**src/rtl/rom_burst_reader.sv**
```systemverilog
// rom_burst_reader: fetches a burst of sequential ROM words through a credit-limited FIFO onto a valid/ready stream
module rom_burst_reader #(
  parameter int ADDR_WIDTH = 10,
  parameter int DATA_WIDTH = 32,
  parameter int LEN_WIDTH  = 8,
  parameter int FIFO_DEPTH = 4
) (
  input  logic                  clk,
  input  logic                  rst_b,
  input  logic                  start_i,
  input  logic [ADDR_WIDTH-1:0] base_addr_i,
  input  logic [LEN_WIDTH-1:0]  length_i,
  output logic                  busy_o,
  output logic                  done_o,
  output logic                  mem_rd_o,
  output logic [ADDR_WIDTH-1:0] mem_addr_o,
  input  logic                  mem_accept_i,
  input  logic [DATA_WIDTH-1:0] mem_d4rd_i,
  output logic [DATA_WIDTH-1:0] data_o,
  output logic                  valid_o,
  input  logic                  ready_i
);
  localparam int PW = $clog2(FIFO_DEPTH);
  localparam int CW = PW + 1;
  typedef enum logic [1:0] {IDLE, FETCH, DRAIN, DONE} state_t;
  state_t                state, state_nxt;
  logic [ADDR_WIDTH-1:0] addr;
  logic [LEN_WIDTH-1:0]  remain;
  logic                  inflight;
  logic [DATA_WIDTH-1:0] mem [FIFO_DEPTH];
  logic [PW-1:0]         wr_ptr, rd_ptr;
  logic [CW-1:0]         count, count_nxt;
  logic                  accept, push, pop;
  // The word granted last cycle arrives now, so the in-flight flag is exactly the push strobe.
  assign push       = inflight;
  assign pop        = ready_i & valid_o;
  assign accept     = mem_rd_o & mem_accept_i;
  assign count_nxt  = count + CW'(push) - CW'(pop);
  assign mem_rd_o   = (state == FETCH) && ((count + CW'(inflight)) < CW'(FIFO_DEPTH));
  assign mem_addr_o = addr;
  assign valid_o    = (count != '0);
  assign data_o     = valid_o ? mem[rd_ptr] : '0;
  assign busy_o     = (state != IDLE);
  assign done_o     = (state == DONE);
  // Next-state decode; DRAIN exits as the last word leaves so done lands right after the final pop.
  always_comb begin
    state_nxt = state;
    case (state)
      IDLE:    state_nxt = start_i ? ((length_i == '0) ? DONE : FETCH) : IDLE;
      FETCH:   state_nxt = (accept && remain == LEN_WIDTH'(1)) ? DRAIN : FETCH;
      DRAIN:   state_nxt = (count_nxt == '0 && !inflight) ? DONE : DRAIN;
      default: state_nxt = IDLE;
    endcase
  end
  // State register.
  always_ff @(posedge clk or negedge rst_b) begin
    if (!rst_b) state <= IDLE;
    else        state <= state_nxt;
  end
  // Burst address/length bookkeeping and the single outstanding-read flag.
  always_ff @(posedge clk or negedge rst_b) begin
    if (!rst_b) begin
      addr     <= '0;
      remain   <= '0;
      inflight <= 1'b0;
    end else begin
      inflight <= accept;
      if (state == IDLE && start_i) begin
        addr   <= base_addr_i;
        remain <= length_i;
      end else if (accept) begin
        addr   <= addr + ADDR_WIDTH'(1);
        remain <= remain - LEN_WIDTH'(1);
      end
    end
  end
  // FIFO pointers and occupancy; storage itself needs no reset since data_o is gated by valid_o.
  always_ff @(posedge clk or negedge rst_b) begin
    if (!rst_b) begin
      wr_ptr <= '0;
      rd_ptr <= '0;
      count  <= '0;
    end else begin
      if (push) wr_ptr <= wr_ptr + PW'(1);
      if (pop)  rd_ptr <= rd_ptr + PW'(1);
      count <= count_nxt;
    end
  end
  // FIFO storage write.
  always_ff @(posedge clk) begin
    if (push) mem[wr_ptr] <= mem_d4rd_i;
  end
endmodule

```
**config.mk**
```make
export PLATFORM = sky130hd
export DESIGN_NAME = rom_burst_reader
export DESIGN_NICKNAME = d
export VERILOG_FILES = /design/src/rtl/rom_burst_reader.sv
export SDC_FILE = /design/constraint.sdc
export NUM_CORES = 1
export LEC_CHECK = 0
export CORE_MARGIN = 5
export CORE_UTILIZATION = 40
export CTS_CLUSTER_DIAMETER = 150
export DETAILED_ROUTE_END_ITERATION = 16
export PLACE_DENSITY_LB_ADDON = 0.25
export SLEW_MARGIN = 20
export SYNTH_ARGS = -nofsm -noshare
export SYNTH_HDL_FRONTEND = slang
export SYNTH_SLANG_ARGS = --single-unit
```
**constraint.sdc**
```tcl
create_clock -name clk -period 3.1 [get_ports clk]
set_input_delay 0.93 -clock clk [delete_from_list [all_inputs] [get_ports clk]]
set_output_delay 0.93 -clock clk [all_outputs]
set_load 0.02 [all_outputs]
```
==> results of run 1 <==
how the worst max path moves through the flow:
stage	start	end	cells past startpoint
2_1_floorplan	inflight	mem_rd_o	4
3_3_place_gp	inflight	mem_rd_o	5
3_5_place_dp	inflight	mem_rd_o	5
4_1_cts	rd_ptr[0]	data_o[1]	5
5_1_grt	rd_ptr[0]	data_o[6]	5
6_report	rd_ptr[0]	data_o[6]	5
sequential cells by signal, summed over array words and instances, names as in the netlist:
| register | count |
|---|---|
| rd_ptr | 2 |
| mem | 128 |
| mem_addr_o | 10 |
| remain | 8 |
| state | 2 |
| count | 3 |
| wr_ptr | 2 |
| inflight | 1 |
layout by cell type (no fill, tap or decap), drive strengths merged, types with 3 or more instances in the layout:
| cell type | netlist | layout |
|---|---|---|
| edfxtp | 128 | 128 |
| clkdlybuf4s50 | 0 | 67 |
| and2 | 38 | 38 |
| mux4 | 32 | 32 |
| dfrtp | 28 | 28 |
| clkbuf | 7 | 26 |
| dlygate4sd2 | 0 | 23 |
| nand2 | 17 | 17 |
| buf | 9 | 17 |
| ha | 11 | 11 |
| inv | 10 | 11 |
| o21ai | 10 | 10 |
| nor2 | 8 | 8 |
| clkinv | 0 | 7 |
| or3 | 6 | 6 |
| xnor2 | 6 | 6 |
| nand3 | 6 | 6 |
| nor4 | 6 | 6 |
| nor3 | 5 | 5 |
| clkdlybuf4s15 | 0 | 5 |
| nand4 | 4 | 4 |
| xor2 | 4 | 4 |
| a21oi | 3 | 3 |
| a221o | 3 | 3 |
repair_timing:
action | in CTS | in global routing
gates resized for setup | 33 | 17
pin swaps | 0 | 0
hold endpoints to repair | 0 | 0
setup buffers | 3 | 4
endpoints found under the setup margin | 33 | 13
stage by stage:
stage          std cells  hold slack [ns]  power, W  worst slack, ns
3_3_place_gp         681            0.514   0.00639            0.231
5_1_grt              720            0.567   0.00858         0.000605
2_1_floorplan        371            0.494   0.00503            0.505
4_1_cts              716            0.542   0.00817           0.0143
6_report             720            0.542   0.00809           0.0808
3_5_place_dp         681            0.530   0.00645            0.207
cell usage after synthesis (all sizes together) (7+ instances only):
library cell and number:
and2 38, nor2 8, buf 9, edfxtp 128
clkbuf 7, inv 10, mux4 32, o21ai 10
ha 11, nand2 17, dfrtp 28
kinds of logic (layout without fill, tap and decap cells):
logic type	after synthesis	after routing	synth area share, %
simple gates	104	104	9.59
buf+inv	26	159	1.97
fa+ha+maj	11	11	2.13
xor+xnor	10	10	1.47
mux	33	33	11.3
flops	156	156	70.2
compound gates	31	31	3.33
per-layer routing:
metal	up-vias	wire length (um)	global-route usage [%]
li1	1687	-	-
met1	1872	5760	18.6
met2	92	6550	24.4
met3	17	697	3.94
met4	0	224	6.65
met5	-	0	0
area by class of cell:
type	instances	area (sq um)
Clock inverter	11	95.1
Clock buffer	21	440
Fill cell	1325	7570
Tap cell	216	270
Multi-Input combinational cell	189	1810
Inverter	10	37.5
Sequential cell	156	4550
Timing Repair Buffer	117	1120
power breakdown:
| part | total, W | internal [W] | switching, W |
|---|---|---|---|
| registers | 0.00298 | 0.00275 | 0.000233 |
| clock network | 0.00189 | 0.00110 | 0.000793 |
| logic | 0.00321 | 0.00152 | 0.00169 |
| total | 0.00809 | 0.00537 | 0.00272 |
worst max-delay path: cells and delay by family, from the launching register on:
| family | cells | cell delay [ns] |
|---|---|---|
| buf+inv | 3 | 0.61 |
| mux | 1 | 0.50 |
| flops | 1 | 0.40 |
| simple gates | 1 | 0.16 |
==> impl_results.md, run 1 <==
- Status: completed
- Worst reg2reg path depth: 8
- CP Data Arrival Time: 2.09 ns
- EDFF count, synth: approximately 130
- Crit path capture type: output port
- Drt total wl: ~13000 um
- Max cap viols: 0
- Largest net degree at the start of global routing: 33
- Wirelength per Cell: about 18 um
- Slew headroom: around two fifths
- Yosys warning total: 0
- IO Count: between 100 and 150
- Die ar.: between 15000 and 20000 sq um
- VDD IR max: ~540 uV
- Port Buffer Count: 100
- P&R area growth vs syn: 28.6%
- First DRT Iteration DRCs: ~160
- RSZ-0062 raised after global routing: no
- Synth area leaders: edfxtp_1 (59%), mux4_2 (11%), dfrtp_1 (11%)
- GRT Util Overall: 14.9%
- Largest stage delay on the critical path: around 0.50 ns
- CTS root buffer: clkbuf_16
- Worst R2R End: state[0]
- Final setup viols: 0
- CTS buffer count: 17
- Clock Latency Late Sink: ~0.42 ns
- Area after DPL: roughly 7800 sq um
- Synthesized area per cell: around 17 sq um
- Initial Util: about two fifths
- CTS tree: done
- Hold buffers post-CTS: 0
- Clk sinks: about 160
- H-tree Lvls: 4
- Post-synth ARST share: between 15 and 20%
- Final Hold Vio Count: 0
- Design area: 8320 sq um
- # rows: 46
- # nets final: 557
- First-pass GRT wire length: approximately 21000 um
- R2R setup slack: about 0.7 ns
- TNS Setup: 0 ns
- WHS Endpoint: wr_ptr[0]
- Initial antenna violation count: 0
- Die Width: between 100 and 150 um
- Tcrit/Tclk final: ~97%
- Top_reg_cell synth: edfxtp_1
- Worst Skew: roughly 0.0061 ns
- Post-synthesis cell type count: 50
- DRC Markers: 0
- Syn_nets: around 440
- CORE AREA: between 15000 and 20000 sq um
- Slew of the pin with the lowest slew margin: approximately 0.91 ns
- Share of layout cells above drive strength 1: between 10% and 20%
- Crit-path cells: buf_12 > buf_16 > mux4_2 > and2_1 > dlygate4sd2_1
- Hold path depth: 1
- PwrDens: 972 nW/um^2
- Synth area leader: edfxtp_1
- Max Transition Viols Final: 0
- Vias: about 3700
- Leakage: 2.94 nW
- Congestion Overflow GR: 0
- Hpwl dp: 8400 um
- Post-synthesis sequential area ratio: between 70% and 80%
- Final Util: approximately 52%
- Number of vias per cell: a little over 5
- Post-Syn Area: 6470 sq um
- Antenna Nets Post-Route: 0
- Pre-antenna DRT Iters: 4
- CP max stage cell: mux4_2
- Reg clk slew, reported paths: roughly 0.060 ns
- Top-area cell type share of the netlist area: around three fifths
- Highest Clock Rate: approximately 0.33 GHz
- Hold_sp: wr_ptr[0]
- Synthesis-stage register bit count: approximately 160
- Height of the die: 137 um
- Critical Path RT: 2.17 ns
- CP Launch Type: flop
- RePlAce Congestion: roughly 0.79
- Clock buffer depth: 2
- Worst-path maximum fanout: 12
- Hold crit path type: flop to flop
- Reg2reg start: count[2]
- Antenna diode count: 0
- Number of global-route vias before repair: 4044
- Period minus WS final: 3.02 ns
- Crit path kind: flop to output port
- Synth Instances: 371
Power figures use the tool's default switching activity.
==> run 2, diff against run 1 <==
Settings changed: HOLD_SLACK_MARGIN set to 0.06.
==> results of run 2 <==
Final layout, timing and power as in run 1 (identical DEF).
